## src/rtl/serial_subtractor.sv

```systemverilog
// Bit-serial two's-complement subtractor: diff = a - b - bin, one bit per
// clock through a single full-subtractor cell, LSB first. A start/ready/valid
// handshake launches one operation at a time. IDLE -> SHIFT (WIDTH cycles)
// -> DONE (one cycle, valid pulse) -> IDLE.
module serial_subtractor #(
  parameter int WIDTH = 4
) (
  input  logic             clk,
  input  logic             rst,
  input  logic             start_i,
  input  logic [WIDTH-1:0] a_i,
  input  logic [WIDTH-1:0] b_i,
  input  logic             bin_i,
  output logic             ready_o,
  output logic [WIDTH-1:0] diff_o,
  output logic             bout_o,
  output logic             ovf_o,
  output logic             valid_o
);

  localparam int CW = (WIDTH > 2) ? $clog2(WIDTH) : 1;
  localparam logic [CW-1:0] LAST_BIT = CW'(WIDTH - 1);

  typedef enum logic [1:0] {
    S_IDLE  = 2'd0,
    S_SHIFT = 2'd1,
    S_DONE  = 2'd2
  } state_e;

  state_e state_q, state_d;

  // Operand shift registers, borrow chain, partial result and bit counter.
  logic [WIDTH-1:0] a_sh_q, a_sh_d;
  logic [WIDTH-1:0] b_sh_q, b_sh_d;
  logic             borrow_q, borrow_d;
  logic [WIDTH-1:0] res_q, res_d;
  logic [CW-1:0]    cnt_q, cnt_d;

  // Operand sign bits captured at accept, used for signed overflow.
  logic a_msb_q, a_msb_d;
  logic b_msb_q, b_msb_d;

  // Visible results; they change only when the operation completes.
  logic [WIDTH-1:0] diff_q, diff_d;
  logic             bout_q, bout_d;
  logic             ovf_q, ovf_d;

  // Full-subtractor cell operating on the current LSBs.
  logic x_bit, y_bit;
  logic d_bit;
  logic borrow_nxt;
  logic last_bit;

  assign x_bit      = a_sh_q[0];
  assign y_bit      = b_sh_q[0];
  assign d_bit      = x_bit ^ y_bit ^ borrow_q;
  assign borrow_nxt = (~x_bit & y_bit) | (~(x_bit ^ y_bit) & borrow_q);
  assign last_bit   = (cnt_q == LAST_BIT);

  // State register.
  // NOTE: clocked processes use non-blocking (<=) so every register samples
  // the pre-edge values of its peers; blocking (=) would create order-dependent
  // races between processes.
  always_ff @(posedge clk or posedge rst) begin
    if (rst) begin
      state_q <= S_IDLE;
    end else begin
      state_q <= state_d;
    end
  end

  // Next-state logic: accept only in IDLE, walk WIDTH bits, one DONE cycle.
  // NOTE: every combinational output gets a default before the case so no
  // path leaves it unassigned; an unassigned path would infer a latch.
  always_comb begin
    state_d = state_q;
    unique case (state_q)
      S_IDLE:  if (start_i)  state_d = S_SHIFT;
      S_SHIFT: if (last_bit) state_d = S_DONE;
      S_DONE:                state_d = S_IDLE;
      default:               state_d = S_IDLE;
    endcase
  end

  // Moore outputs decoded from the state register only.
  always_comb begin
    ready_o = (state_q == S_IDLE);
    valid_o = (state_q == S_DONE);
  end

  // Datapath next-state: load on accept, shift one bit per SHIFT cycle,
  // publish diff/bout/ovf on the transition into DONE.
  always_comb begin
    a_sh_d   = a_sh_q;
    b_sh_d   = b_sh_q;
    borrow_d = borrow_q;
    res_d    = res_q;
    cnt_d    = cnt_q;
    a_msb_d  = a_msb_q;
    b_msb_d  = b_msb_q;
    diff_d   = diff_q;
    bout_d   = bout_q;
    ovf_d    = ovf_q;

    unique case (state_q)
      S_IDLE: begin
        if (start_i) begin
          a_sh_d   = a_i;
          b_sh_d   = b_i;
          borrow_d = bin_i;
          cnt_d    = '0;
          a_msb_d  = a_i[WIDTH-1];
          b_msb_d  = b_i[WIDTH-1];
        end
      end
      S_SHIFT: begin
        a_sh_d   = a_sh_q >> 1;
        b_sh_d   = b_sh_q >> 1;
        borrow_d = borrow_nxt;
        res_d    = {d_bit, res_q[WIDTH-1:1]};
        if (last_bit) begin
          cnt_d  = '0;
          diff_d = {d_bit, res_q[WIDTH-1:1]};
          bout_d = borrow_nxt;
          // d_bit is the result MSB here; overflow only when operand signs
          // differ and the result sign departs from the minuend sign.
          ovf_d  = (a_msb_q ^ b_msb_q) & (d_bit ^ a_msb_q);
        end else begin
          cnt_d  = cnt_q + CW'(1);
        end
      end
      default: ;
    endcase
  end

  // Datapath registers; reset clears shift state and visible results.
  always_ff @(posedge clk or posedge rst) begin
    if (rst) begin
      a_sh_q   <= '0;
      b_sh_q   <= '0;
      borrow_q <= 1'b0;
      res_q    <= '0;
      cnt_q    <= '0;
      a_msb_q  <= 1'b0;
      b_msb_q  <= 1'b0;
      diff_q   <= '0;
      bout_q   <= 1'b0;
      ovf_q    <= 1'b0;
    end else begin
      a_sh_q   <= a_sh_d;
      b_sh_q   <= b_sh_d;
      borrow_q <= borrow_d;
      res_q    <= res_d;
      cnt_q    <= cnt_d;
      a_msb_q  <= a_msb_d;
      b_msb_q  <= b_msb_d;
      diff_q   <= diff_d;
      bout_q   <= bout_d;
      ovf_q    <= ovf_d;
    end
  end

  assign diff_o = diff_q;
  assign bout_o = bout_q;
  assign ovf_o  = ovf_q;

endmodule
```

## config.mk

```make
export PLATFORM = sky130hd
export DESIGN_NAME = serial_subtractor
export DESIGN_NICKNAME = d
export VERILOG_FILES = /design/src/rtl/serial_subtractor.sv
export SDC_FILE = /design/constraint.sdc
export NUM_CORES = 1
export LEC_CHECK = 0
export BUFFER_PORTS_ARGS = -buffer_cell sky130_fd_sc_hd__buf_2
export CAP_MARGIN = 30
export CORE_UTILIZATION = 53
export DETAILED_ROUTE_END_ITERATION = 8
export GPL_ROUTABILITY_DRIVEN = 0
export PLACE_DENSITY = 0.85
export REMOVE_ABC_BUFFERS = 1
export SLEW_MARGIN = 5
export SYNTH_ARGS = -nofsm -noshare
export SYNTH_HDL_FRONTEND = slang
export SYNTH_SLANG_ARGS = --single-unit
```

## constraint.sdc

```tcl
create_clock -name clk -period 1.9 [get_ports clk]
set_clock_uncertainty 0.15 [all_clocks]
set_input_delay 0 -clock clk [delete_from_list [all_inputs] [get_ports clk]]
set_output_delay 0 -clock clk [all_outputs]
set_load 0.02 [all_outputs]
```

; Word-level counts from Yosys, hierarchy flattened
; Cells that the tools add are included.
; W data, S select, Z words.
[totals]
regBits = 25
inputBits = 12
out_inout_bits = 8
word_cells = 45
[op_classes]
n_addsub = 1
n_eq_ne = 5
n_mux = 12
bitwise_logic = 10
reduce_logical = 6
[ops]
columns = operator, n
row1 = $pmux W4 S2, 2
row2 = $mux W2, 4
row3 = $mux W4, 2
row4 = $pmux W2 S2, 2
row5 = $reduce_and A2 Y1, 4
row6 = $eq A2 B2 Y1 const B, 2
row7 = $ne A2 B2 Y1 const B, 2
row8 = $xor A1 B1 Y1, 4
row9 = $and A1 B1 Y1, 3
row10 = $add A2 B1 Y2 const B, 1
row11 = $eq A2 B1 Y1 const B, 1
row12 = $logic_not A2 Y1, 1
row13 = $not A1 Y1, 2
row14 = $pmux W1 S2, 1
row15 = $reduce_bool A2 Y1, 1
row16 = $mux W1, 1
row17 = $or A1 B1 Y1, 1

; Logic depth before layout (Yosys ltp)
; Gate-level depths: netlist of run 1.
[logic_depth]
ltp_word = 5
mapped_depth = 5
ltp_nobuf = 5

; Worst setup path before layout of run 1
; No wires, ideal clock.
[synth_path]
path_kind = register to register
start = register a_sh_q[0]
end = register ovf_q, in the netlist ovf_o
setup_ns = 0.127
arrival_time_ns = 1.242
required_time_ns = 1.623
setup_slack_ns = 0.381
path_stages_with_launch = 5
n_path_buf = 0
synth_period_minus_slack_ns = 1.519
cell_sequence = dfrtp_1 fa_1 and3b_1 a21oi_1 o21ai_1
[synth_between]
elab_chain_cells = 4
[synth_rtl]
columns = element, line
row1 = "start, declared", 33  ; logic [WIDTH-1:0] a_sh_q, a_sh_d;
row2 = "start signal, assigned", 150  ; a_sh_q <= a_sh_d;
row3 = $xor A1 B1 Y1 (2 in a row), 56  ; assign d_bit = x_bit ^ y_bit ^ borrow_q;
row4 = via d_bit, 50  ; logic d_bit;
row5 = $xor A1 B1 Y1, 127  ; ovf_d = (a_msb_q ^ b_msb_q) & (d_bit ^ a_msb_q);
row6 = $and A1 B1 Y1, 127
row7 = "end signal, assigned", 159  ; ovf_q <= ovf_d;
row8 = "end, declared", 46  ; logic ovf_q, ovf_d;
; The timed path passes the listed nets, and every way through them passes these cells.
; A chain may end at the register's enable or synchronous reset.

; Worst setup path after layout of run 1
[layout_path]
start = register state_q[1]
end = register a_sh_q[0]
[layout_between]
elab_chain_cells = 3
elab_cells_between_ends = 6
cone_classes = eq/ne (2) / mux (1) / reduce/logical (3)
[layout_rtl]
columns = element, line
row1 = "start, declared", 30  ; state_e state_q, state_d;
row2 = "start signal, assigned", 68  ; state_q <= state_d;
row3 = $eq A2 B1 Y1 / $logic_not A2 Y1 (equally long branches), 105  ; unique case (state_q)
row4 = $reduce_bool A2 Y1 (no source line) / $ne A2 B2 Y1 (equally long branches), --
row5 = $reduce_and A2 Y1 (no source line), --
; Parallel ways exist; a longest one is shown, timed or not.

==> results.txt, run 1 <==
* Cell count after placement: 145
- Ordered cell list for the critical path: nor2b_2 -> buf_4 -> a21oi_1 -> dlygate4sd3_1 -> o21ai_1
- Wire length reported by the detailed router: 2424 um
* Deepest level of the CTS H-tree: 1
- Summing the sequential cell areas from Yosys gives 54.30% of the chip area.
* Signed area change from the synthesized netlist to the final layout: 28.73%
- Most used standard cell by instance count after synthesis: sky130_fd_sc_hd__dfrtp_1
- Setup total negative slack on the finished layout was measured at 0 ns.
* Global-route usage over all layers: 23.62%
- 20 I/O pins were placed.
- Slew HR: 77.41%
- Clock share of power: 12.9%
* Comb power frac: 45.0%
- Final setup fails: 0
- The worst setup path is launched from a register.
* Post-route ant nets: 0
* Internal reg-to-reg setup slack: 0.08 ns
- Summed over all nets, the switching power comes to 0.0008089 W.
- In this run the standard cell core region covers 0.001962 sq mm.
* Mapped Area: 0.001106 sq mm
- In the synthesized netlist the dominant register cell turns out to be sky130_fd_sc_hd__dfrtp_1.
* Number of diodes: 0
- Post-Layout Cell Count: 162
- Post-synthesis cell count: 99
- Setup Crit Path Kind: register to register
- STA classifies the critical path endpoint as a register.
- Layout fillers: 152
- The largest total area in the synthesized netlist belongs to sky130_fd_sc_hd__dfrtp_1.
* Final-stage net count: 150
- Final global-route overflow total: 0
- Summed over all cells, the static leakage comes to 0.6777 nW.
- TritonCTS clock tree: built
* Cell row count: 16
- Summing the areas of all xor and xnor instances in the mapped netlist gives 0% of the synthesized area.
- Simple-gate share of the synthesized area: 12.56%
* Post-synthesis mux area share: 9.163%
- The clock period could shrink to 1.815 ns.
- Number of synthesis warnings: 0
- The final count of pins violating max slew came to 0.
- In the routed design, unresolved DRC markers number 0.
* Arrival time reported for the critical path endpoint: 1.93 ns
- RR Endpoint: a_sh_q[0]
- Floorplan die area: 0.002273 sq mm
* Worst vdd rail ir drop: 0.8896 mV
- The wire-length estimate of the detail-placed layout is 1488 um.
- Before antenna repair, the detailed router went through 4 iterations.
- Post-synthesis register bit count: 24
* Floorplan die width: 47.68 um
* Actual slew at the worst max-slew pin: 0.3382 ns
- In the final routed layout, each cell accounts on average for 14.96 um.
* Timing-limited maximum frequency: 550.9 MHz
* Synthesized-area fraction occupied by ao, oa, aoi and oai cells: 16.97%
- After synthesis, the largest area contributor takes up 54.30% of total cell area.
- Pwr per Cell Area: 1493 mW/mm^2
* Worst min-delay path category: input pin to asynchronous set/reset pin
- Internal power consumption: 0.001317 W
- For the worst flop-to-flop path, the logic depth is 5.
* Average instance area after synthesis: 11.17 sq um
- The final route contains 857 vias.
* Layout cell share with drive strength beyond 1: 25.19%
- Post-route clock period utilization: 95.54%
- For this configuration, the core starts out at a cell density of 56.38%.
- The number of global-route vias before repair came to 807.
* Maximum count of clock buffers along a single path: 2
* Startpoint of the most critical register-to-register path: state_q[1]
- The largest single stage delay on the critical path is 0.56 ns.
- Y dimension of the die: 47.68 um
* Result of the run: finished clean
- The final count of hold timing violations was 0.
- Ranked by instance count, the synthesized netlist is headed by sky130_fd_sc_hd__dfrtp_1 (24), sky130_fd_sc_hd__o21ai_1 (11), sky130_fd_sc_hd__nor2b_1 (10).
- CP Max Fanout: 11
- Setup repair after global routing left no endpoint under its margin.
- Clock-pin slew was measured on the worst setup and hold paths at 0.14 ns.
- Switching part of the total: 38.04%
* Area of all placed cells without fillers: 0.001424 sq mm
* Placement Cell Area: 0.001254 sq mm
* Top post-synthesis cells by area: sky130_fd_sc_hd__dfrtp_1 (54%), sky130_fd_sc_hd__mux2_1 (9.2%), sky130_fd_sc_hd__nor2b_1 (5.7%)
- Post-Synth Adder-Cell Area: 2.941%
- STA puts the critical path data required time at 2.01 ns.
- Yosys mapped a number of flops with a built-in enable equal to 0.
* Input/output buffers: 19
* Share of flip-flops with an asynchronous set or reset after synthesis: 100.0%
- Number of clock buffers inserted by TritonCTS: 3
* Main combinational cell family by area after synthesis: compound AO/OA/AOI/OAI gates
- The netlist uses 22 different library cells.
- In the routed layout, each cell is associated on average with a via count of 5.290.
- Buffers inserted during post-CTS setup optimization: 0
* Root Driver: sky130_fd_sc_hd__clkbuf_4
* Initial antenna violation count: 0
- The tree built by TritonCTS fans out to 24 sinks.
- Sequential cell fraction of total power: 42.2%
- Wire length of the first global-routing pass: 3629 um
- Max_cap viols: 0
* Highest-delay cell along the critical path: sky130_fd_sc_hd__dlygate4sd3_1
- The first routing iteration left 10 violations.
- Entering global routing, the biggest net connects 25 pins.
- For the worst-skew pair, the clock arrives at the later sink with an insertion delay of 0.32 ns.
==> worst max path at each step <==
stage / start / to / cells past startpoint
2_1_floorplan: state_q[0] / res_q[3] / 2
3_3_place_gp: a_sh_q[0] / ovf_o / 4
3_5_place_dp: a_sh_q[0] / ovf_o / 4
4_1_cts: state_q[1] / a_sh_q[0] / 5
5_1_grt: state_q[1] / a_sh_q[0] / 5
6_report: state_q[1] / a_sh_q[0] / 5
==> placed cells by master, fill, tap and decap left out, types with 2 or more instances in the layout <==
cell,synthesis,layout
sky130_fd_sc_hd__a21oi_1,7,7
sky130_fd_sc_hd__a22o_1,2,2
sky130_fd_sc_hd__a22oi_1,6,6
sky130_fd_sc_hd__a2bb2oi_1,2,2
sky130_fd_sc_hd__and3b_1,2,2
sky130_fd_sc_hd__buf_2,3,19
sky130_fd_sc_hd__buf_4,0,6
sky130_fd_sc_hd__clkbuf_4,0,3
sky130_fd_sc_hd__dfrtp_1,24,23
sky130_fd_sc_hd__dlygate4sd3_1,0,13
sky130_fd_sc_hd__inv_1,4,4
sky130_fd_sc_hd__mux2_1,9,9
sky130_fd_sc_hd__nand2_1,6,6
sky130_fd_sc_hd__nor2_1,3,3
sky130_fd_sc_hd__nor2b_1,10,9
sky130_fd_sc_hd__o21ai_1,11,11
==> routing by layer <==
metal / vias to the layer above / track usage, % / part of all wire, %
met4: 0 / 10.00 / 0.62
li1: 414 / - / -
met1: 417 / 30.84 / 46
met2: 24 / 38.92 / 49
met3: 2 / 3.774 / 4.0
met5: - / 0 / 0
==> power groups by stage <==
stage / sequential, W / combinational (W) / clock, W
after floorplan: 0.000971 / 0.000536 / 0
after global placement: 0.000886 / 0.000868 / 0
after detailed placement: 0.000903 / 0.000908 / 0
after CTS: 0.000895 / 0.000954 / 0.000271
after global routing: 0.000934 / 0.00106 / 0.000295
final: 0.000896 / 0.000956 / 0.000274
==> cell families after synthesis <==
group / after synthesis
adders and majority gates: 2
AOI/OAI and AO/OA: 30
buffers and inverters: 11
muxes: 9
and+or+nand+nor: 23
DFF: 24
==> critical path: cells and delay by family (launching register included) <==
| kind | cells | cell delay (ns) |
|---|---|---|
| and+or+nand+nor | 1 | 0.19 |
| DFF | 1 | 0.52 |
| AOI/OAI and AO/OA | 2 | 0.18 |
| buffers and inverters | 2 | 0.74 |
==> timing repair <==
item                                    in CTS  in global routing
hold endpoints to repair                    35                  0
hold buffers                                13                  0
endpoints found under the setup margin       0                  2
gates resized for setup                      0                  2
==> cell type report <==
type | count | area, sq um | share of cell area [%]
flip-flops and latches | 24 | 601.8 | 42.27
multi-input cells | 64 | 462.9 | 32.51
repair buffers | 38 | 270.3 | 18.98
clock buffers | 4 | 36.28 | 2.548
well taps | 27 | 33.78 | 2.373
inverters | 5 | 18.77 | 1.318
==> per-stage QoR <==
step / hold WS (ns) / total power [W] / utilization (%) / setup slack, ns
2_1_floorplan: -0.1354 / 0.001507 / - / 0.1633
3_3_place_gp: -0.09719 / 0.001754 / 63.90 / 0.3556
3_5_place_dp: -0.09178 / 0.001811 / 63.90 / 0.3077
4_1_cts: 0.1041 / 0.002120 / 72.39 / 0.04548
5_1_grt: 0.1552 / 0.002290 / 72.58 / 0.03251
6_report: 0.09731 / 0.002126 / 72.58 / 0.08479
==> flip-flops by register name (all words and copies together), names as in the netlist <==
| register | flops |
|---|---|
| borrow_q | 1 |
| ovf_o | 1 |
| diff_o | 4 |
| a_msb_q | 1 |
| b_msb_q | 1 |
| res_q | 3 |
| cnt_q | 2 |
| b_sh_q | 4 |
| state_q | 2 |
| a_sh_q | 4 |
| bout_o | 1 |
(Power assumes the default switching activity.)
==> run 2: changes to the inputs <==
--- a/config.mk
+++ b/config.mk
@@ -5,12 +5,13 @@
 export SDC_FILE = /design/constraint.sdc
 export NUM_CORES = 1
 export LEC_CHECK = 0
+export ABC_AREA = 1
 export BUFFER_PORTS_ARGS = -buffer_cell sky130_fd_sc_hd__buf_2
 export CAP_MARGIN = 30
 export CORE_UTILIZATION = 53
 export DETAILED_ROUTE_END_ITERATION = 8
 export GPL_ROUTABILITY_DRIVEN = 0
-export PLACE_DENSITY = 0.85
+export PLACE_DENSITY = 0.86
 export REMOVE_ABC_BUFFERS = 1
 export SLEW_MARGIN = 5
 export SYNTH_ARGS = -nofsm -noshare
==> constraint.sdc (replaced) <==
create_clock -name clk -period 1.9 [get_ports clk]
set_clock_uncertainty 0.15 [all_clocks]
set_input_delay 0 -clock clk [delete_from_list [all_inputs] [get_ports clk]]
set_output_delay 0 -clock clk [all_outputs]
set_load 0.005 [all_outputs]
==> results.txt, run 2 <==
- The number of cells on the worst reg-to-reg path came to 6 (was 5).
- The die width came to 46.77 um (was 47.68 um).
- Setup Crit Path Kind: register to register (unchanged)
* Cell row count: 15 (was 16)
* Layout cell share with drive strength beyond 1: 18.29% (was 25.19%)
- Result of the run: finished clean (unchanged)
- Family with the most delay on the worst path: buffers and inverters (unchanged)
- The arrival time reported for the critical path endpoint is 1.85 ns (was 1.93 ns).
* Top library cells by usage in the layout, fill and taps aside: sky130_fd_sc_hd__nand2_1 (58), sky130_fd_sc_hd__dfrtp_1 (23), sky130_fd_sc_hd__buf_2 (19) (was sky130_fd_sc_hd__dfrtp_1 (23), sky130_fd_sc_hd__buf_2 (19), sky130_fd_sc_hd__dlygate4sd3_1 (13))
* Unrepaired setup endpoints after global routing: false (unchanged)
- The peak per-stage delay on the critical path was 0.55 ns (was 0.56 ns).
* Sequential area share after synthesis: 56.54% (was 54.30%)
- Share of flip-flops with an asynchronous set or reset after synthesis: 100.0% (unchanged)
- The number of maximum-capacitance violations is 0 (unchanged).
- Vias in the first global route: 897 (was 807)
- The number of nets in the finished design was 180 (was 150).
- The initial DRC count is 32 (was 10).
- The cell leakage power is 0.7443 nW (was 0.6777 nW).
* Signed area change from the synthesized netlist to the final layout: 26.62% (was 28.73%)
- Post-synthesis register bit count: 24 (unchanged)
* Post-route clock period utilization: 94.40% (was 95.54%)
- Input/output buffers: 19 (unchanged)
- First drt pass iteration count: 4 (unchanged)
- The most common cell in the synthesized netlist is sky130_fd_sc_hd__nand2_1 (was sky130_fd_sc_hd__dfrtp_1).
* Slew HR: 74.07% (was 77.41%)
* Required @ worst endpoint: 1.96 ns (was 2.01 ns)
- Buffers inserted during post-CTS setup optimization: 0 (unchanged)
* Post-synthesis cell count: 130 (was 99)
- The count of flip-flops with a built-in enable after synthesis is 0 (unchanged).
- Y dimension of the die: 46.77 um (was 47.68 um)
* Vias per inst: 5.058 (was 5.290)
- Remaining design rule violation count: 0 (unchanged)
* CP Buf/Inv Count: 3 (was 2)
- The starting density of the core is 58.96% (was 56.38%).
- The number of vias in the routed layout came to 956 (was 857).
- The count of filler cells inserted in the layout came to 143 (was 152).
- Top post-synthesis cells by area: sky130_fd_sc_hd__dfrtp_1 (57%), sky130_fd_sc_hd__nand2_1 (21%), sky130_fd_sc_hd__o21ai_0 (5.7%) (was sky130_fd_sc_hd__dfrtp_1 (54%), sky130_fd_sc_hd__mux2_1 (9.2%), sky130_fd_sc_hd__nor2b_1 (5.7%))
* Final Hold Fails: 0 (unchanged)
* Wire length reported by the detailed router: 2198 um (was 2424 um)
* Top cells by instance count after synthesis: sky130_fd_sc_hd__nand2_1 (59), sky130_fd_sc_hd__dfrtp_1 (24), sky130_fd_sc_hd__inv_1 (13) (was sky130_fd_sc_hd__dfrtp_1 (24), sky130_fd_sc_hd__o21ai_1 (11), sky130_fd_sc_hd__nor2b_1 (10))
* Most used flip-flop cell after synthesis: sky130_fd_sc_hd__dfrtp_1 (unchanged)
- TritonCTS clock tree: built (unchanged)
- Worst min-delay path category: input pin to asynchronous set/reset pin (unchanged)
- Ordered cell list for the critical path: inv_2 -> o21ai_1 -> buf_4 -> nand2_1 -> o21ai_1 -> dlygate4sd3_1 (was nor2b_2 -> buf_4 -> a21oi_1 -> dlygate4sd3_1 -> o21ai_1).
- Highest-delay cell along the critical path: sky130_fd_sc_hd__dlygate4sd3_1 (unchanged)
- The wire length of the first global-routing pass was 3601 um (was 3629 um).
* Maximum count of clock buffers along a single path: 2 (unchanged)
* Pin count of the biggest net entering global routing: 25 (unchanged)
- The final routed wire length divided by cell count was 11.63 um (was 14.96 um).
- The power per cell area is 1469 mW/mm^2 (was 1493 mW/mm^2).
- In this design, the critical path's most frequently occurring cell is sky130_fd_sc_hd__o21ai_1.
- Internal reg-to-reg setup slack: 0.11 ns (was 0.08 ns)
- Number of clock buffers inserted by TritonCTS: 3 (unchanged)
- Worst hold slack across all endpoints: 0.1066 ns (was 0.09731 ns)
* Placement Cell Area: 0.001186 sq mm (was 0.001254 sq mm)
- Post-route ant nets: 0 (unchanged)
- Cell taking the most area after synthesis: sky130_fd_sc_hd__dfrtp_1 (unchanged)
* Setup WS post-layout: 0.1065 ns (was 0.08479 ns)
* Count of unique library cells instantiated by Yosys: 14 (was 22)
- TritonCTS Sinks: 24 (unchanged)
- The top cell type's share of synthesized area came to 56.54% (was 54.30%).
* Area of all placed cells without fillers: 0.001345 sq mm (was 0.001424 sq mm)
- Clock transition at path regs: 0.12 ns (was 0.14 ns)
* Period minus WS final: 1.794 ns (was 1.815 ns)
- Number of synthesis warnings: 0 (unchanged)
- The final setup violation count was 0 (unchanged).
- The clock latency on the worst-skew pair was 0.31 ns (was 0.32 ns).
- Crit. End Element: register (unchanged)
- Deepest level of the CTS H-tree: 1 (unchanged)
- Global-route usage over all layers: 23.62% (about the same)
* Max Slew Vio Count: 0 (unchanged)
- The area of the core came to 0.001802 sq mm (was 0.001962 sq mm).
- The destination of the worst register-to-register timing path is b_sh_q[3] (was a_sh_q[0]).
- The I/O pin count was 20 (unchanged).
- Number of diodes: 0 (unchanged)
- Type of element launching the critical path: register (unchanged)
* Placed wire-length estimate: 1468 um (was 1488 um)
* Initial antenna violation count: 0 (unchanged)
- The sum of overflow across all layers after global routing is 0 (unchanged).
* Average instance area after synthesis: 8.171 sq um (was 11.17 sq um)
* Startpoint of the most critical register-to-register path: state_q[1] (unchanged)
* CP Max Fanout: 11 (unchanged)
- Most common cell after layout, fill and taps aside: sky130_fd_sc_hd__nand2_1 (was sky130_fd_sc_hd__dfrtp_1)
* Setup slack after placement: 0.3755 ns (was 0.3077 ns)
- The total negative setup slack is 0 ns (unchanged).
* Worst vdd rail ir drop: 0.8020 mV (was 0.8896 mV)
- Mapped Area: 0.001062 sq mm (was 0.001106 sq mm)
* Root Driver: sky130_fd_sc_hd__clkbuf_4 (unchanged)
* Timing-limited maximum frequency: 557.6 MHz (was 550.9 MHz)
* Actual slew at the worst max-slew pin: 0.3880 ns (was 0.3382 ns)
* Floorplan die area: 0.002187 sq mm (was 0.002273 sq mm)
-- run 2: changes by cell type after synthesis, sizes merged, moves of 6 or more --
cell / delta
inv: +9
nand3: +9
mux2: -9
nor2b: -11
a22oi: -6
nand2: +54
a21oi: -7
-- run 2: how the worst max path moves through the flow --
| stage | cells past startpoint | slack [ns] | endpoint | startpoint |
|---|---|---|---|---|
| detailed placement | 6 | 0.38 | ovf_o | a_sh_q[0] |
| global route | 5 | 0.02 | b_sh_q[3] | state_q[0] |
| global placement | 6 | 0.45 | ovf_o | a_sh_q[0] |
| floorplan | 4 | 0.37 | a_sh_q[0] | state_q[0] |
| finish | 6 | 0.11 | b_sh_q[3] | state_q[1] |
| CTS | 4 | 0.02 | b_sh_q[3] | state_q[0] |
-- run 2: report_power, final --
part	switching, W	internal [W]
clock network	0.000145	0.0000742
logic	0.000511	0.000339
registers	0.000163	0.000742
-- run 2: cell type report --
cell class	count	area (sq um)	share of cell area, %
clock buffer	3	22.52	1.674
inverter	14	52.55	3.907
multi-input combinational	89	396.6	29.49
sequential	24	601.8	44.74
tap	25	31.28	2.326
timing repair buffer	34	240.2	17.86
-- run 2: metal layers --
| metal | share of wire [%] | GRT usage [%] |
|---|---|---|
| met2 | 49 | 38.33 |
| met5 | 0 | 0 |
| met1 | 44 | 31.74 |
| met4 | 2.9 | 11.43 |
| met3 | 4.0 | 2.692 |
-- run 2: timing repair --
action	in CTS	in global routing
hold endpoints to repair	36	0
resized for setup	0	4
hold buffers	13	0
endpoints found under the setup margin	0	1
-- run 2: kinds of logic (layout without fill, tap and decap cells) --
family | Yosys count | after routing | synth area share, %
and+or+nand+nor | 74 | 74 | 27.68
buffers and inverters | 17 | 51 | 6.596
AOI/OAI and AO/OA | 13 | 13 | 6.125
adders and majority gates | 2 | 2 | 3.062
DFF | 24 | 24 | 56.54
-- run 2: stage by stage --
stage | utilization [%] | std cells | total power, W
4_1_cts | 74.31 | 189 | 0.001964
3_3_place_gp | 65.83 | 173 | 0.001653
5_1_grt | 74.65 | 189 | 0.002167
6_report | 74.65 | 189 | 0.001975
3_5_place_dp | 65.83 | 173 | 0.001712
2_1_floorplan | - | 127 | 0.001433
-- run 2: worst reg2reg max path, delay by kind of cell (launching register included) --
family	cells	cell delay, ns
simple gates	1	0.07
flops	1	0.44
buf+inv	3	0.88
compound gates	2	0.16
==> run 3: changes to the inputs <==
--- a/config.mk
+++ b/config.mk
@@ -12,6 +12,7 @@
 export DETAILED_ROUTE_END_ITERATION = 8
 export GPL_ROUTABILITY_DRIVEN = 0
 export PLACE_DENSITY = 0.86
+export RECOVER_POWER = 50
 export REMOVE_ABC_BUFFERS = 1
 export SLEW_MARGIN = 5
 export SYNTH_ARGS = -nofsm -noshare
==> results.txt, run 3 (synthesized netlist as in run 2, its figures left out) <==
- The final count of pins violating max slew is 0 (unchanged).
- Worst stage delay on the critical path: 0.55 ns (about the same)
* TritonCTS clock tree: built (unchanged)
- Leak pwr: 0.7412 nW (was 0.7443 nW)
* Post-route clock period utilization: 94.40% (unchanged)
* Number of clock buffers inserted by TritonCTS: 3 (unchanged)
* Max_cap viols: 0 (unchanged)
- Timing-limited maximum frequency: 557.6 MHz (unchanged)
* Actual slew at the worst max-slew pin: 0.3880 ns (unchanged)
* Mean routed wirelength per cell: 11.64 um (was 11.63 um)
- The global router's overall resource usage came to 23.62% (unchanged).
- The library cell used as clock root buffer is sky130_fd_sc_hd__clkbuf_4 (unchanged).
- I/O Pins: 20 (unchanged)
- Effective utilization at floorplan: 58.96% (unchanged)
* First drt pass iteration count: 4 (unchanged)
- Unrepaired setup endpoints after global routing: false (unchanged)
- The total negative setup slack is 0 ns (unchanged).
- The power per cell area came to 1468 mW/mm^2 (was 1469 mW/mm^2).
- Clock transition at path regs: 0.12 ns (about the same)
- The sum of overflow across all layers after global routing was 0 (unchanged).
- Worst vdd rail ir drop: 0.7990 mV (was 0.8020 mV)
* Most common cell on crit path: sky130_fd_sc_hd__o21ai_1 (unchanged)
* Skew-Pair Late Insertion Delay: 0.31 ns (about the same)
- Sequential cell fraction of total power: 45.9% (was 45.8%)
- Vias in the first global route: 897 (unchanged)
- Layout fillers: 144 (was 143)
- The initial DRC count is 32 (unchanged).
- The worst hold slack came to 0.1068 ns (was 0.1066 ns).
* Detailed-route via count: 956 (unchanged)
- Placed wire-length estimate: 1468 um (unchanged)
* Floorplan die width: 46.77 um (unchanged)
- Input/output buffers: 19 (unchanged)
- Core area: 0.001802 sq mm (unchanged)
- Top library cells by usage in the layout, fill and taps aside: sky130_fd_sc_hd__nand2_1 (58), sky130_fd_sc_hd__dfrtp_1 (23), sky130_fd_sc_hd__buf_2 (18) (was sky130_fd_sc_hd__nand2_1 (58), sky130_fd_sc_hd__dfrtp_1 (23), sky130_fd_sc_hd__buf_2 (19))
- Initial antenna violation count: 0 (unchanged)
* Floorplan die area: 0.002187 sq mm (unchanged)
- The number of standard-cell rows in the floorplan is 15 (unchanged).
* Period minus WS final: 1.794 ns (unchanged)
* Final-stage net count: 180 (unchanged)
- Final Hold Fails: 0 (unchanged)
- Ordered cell list for the critical path: inv_2 -> o21ai_1 -> buf_4 -> nand2_1 -> o21ai_1 -> dlygate4sd3_1 (unchanged)
- Deepest level of the CTS H-tree: 1 (unchanged)
* Wire length reported by the detailed router: 2200 um (was 2198 um)
- The post-CTS setup buffer count was 0 (unchanged).
- Switching part of the total: 41.57% (was 41.50%)
* Crit. End Element: register (unchanged)
- The arrival time reported for the critical path endpoint was 1.85 ns (about the same).
- The final setup violation count was 0 (unchanged).
* Y dimension of the die: 46.77 um (unchanged)
- Wire length of the first global-routing pass: 3601 um (unchanged)
- Most common cell after layout, fill and taps aside: sky130_fd_sc_hd__nand2_1 (unchanged)
- The share of total power in combinational logic is 43.0% (was 43.1%).
- The worst slew margin relative to its limit was 74.07% (unchanged).
- The startpoint class of the critical path was a register (unchanged).
- The internal power came to 0.001153 W (was 0.001155 W).
- TritonCTS Sinks: 24 (unchanged)
* Remaining design rule violation count: 0 (unchanged)
- The count of antenna diodes in the layout came to 0 (unchanged).
- Post-route ant nets: 0 (unchanged)
* Layout cell share with drive strength beyond 1: 17.68% (was 18.29%)
- Result of the run: finished clean (unchanged).
- The maximum buffer depth of the clock tree came to 2 (unchanged).
- The number of vias per cell is 5.058 (unchanged).
- Pin count of the biggest net entering global routing: 25 (unchanged)
* Highest-delay cell along the critical path: sky130_fd_sc_hd__dlygate4sd3_1 (unchanged)
* Clock share of power: 11.1% (about the same)
- The synthesis-to-layout area growth was 26.50% (was 26.62%).
* Worst min-delay path category: input pin to asynchronous set/reset pin (unchanged)
- Power spent charging and discharging nets: 0.0008203 W (was 0.0008198 W)
- The critical path data required time was 1.96 ns (about the same).
* CP Max Fanout: 11 (unchanged)
* Setup Crit Path Kind: register to register (unchanged)
run 3: power groups by stage:
stage,Sequential [W],Clock [W],Combinational (W)
after floorplan,0.000877,0,0.000556
after global placement,0.000893,0,0.000761
after detailed placement,0.000909,0,0.000803
after CTS,0.000899,0.000222,0.000843
after global routing,0.000937,0.000240,0.000988
final,0.000905,0.000220,0.000848
run 3: path summary, 6_finish.rpt:
kind | start | slack, ns | cells past startpoint | endpoint
max in group asynchronous | rst | 1.25 | 4 | state_q[0]
worst min register to register | diff_o[2] | 0.34 | 2 | diff_o[2]
worst min-delay path | rst | 0.11 | 4 | bout_o
min in group clk | a_i[3] | 0.34 | 4 | a_msb_q
worst max register to register | state_q[1] | 0.11 | 6 | b_sh_q[3]
worst max-delay path | state_q[1] | 0.11 | 6 | b_sh_q[3]
run 3: worst max-delay path: cells and delay by family, from the launching register on:
kind                   cells  cell delay (ns)
AO/OA/AOI/OAI              2             0.16
AND/OR/NAND/NOR            1             0.07
flip-flops                 1             0.44
buffers and inverters      3             0.87
run 3: stage by stage:
step                      instance area, sq um  total power (W)  utilization (%)  instances  setup slack [ns]
after floorplan                           1045         0.001433                -        127            0.3728
after global routing                      1344         0.002165            74.58        189           0.01967
after global placement                    1186         0.001653            65.83        173            0.4472
after detailed placement                  1186         0.001712            65.83        173            0.3755
final                                     1344         0.001973            74.58        189            0.1065
after CTS                                 1339         0.001964            74.31        189           0.02367
run 3: repair_timing:
action                                 CTS  global route
setup endpoints to repair                0             1
hold buffers                            13             0
endpoints found under the hold margin   36             0
gates resized for setup                  0             4
run 3: routing by layer:
layer  track usage, %  vias to the layer above  part of all wire, %
met5                0                        -                    0
met4            11.43                        0                  2.9
met3            2.692                        7                  4.0
met2            38.33                       37                   49
met1            31.74                      440                   44
li1                 -                      472                    -
run 3: layout make-up:
cell class,instances,area (sq um),area share (%)
inverters,14,52.55,3.911
clock buffers,3,22.52,1.676
flip-flops and latches,24,601.8,44.79
well taps,25,31.28,2.328
repair buffers,34,239.0,17.78
multi-input cells,89,396.6,29.52
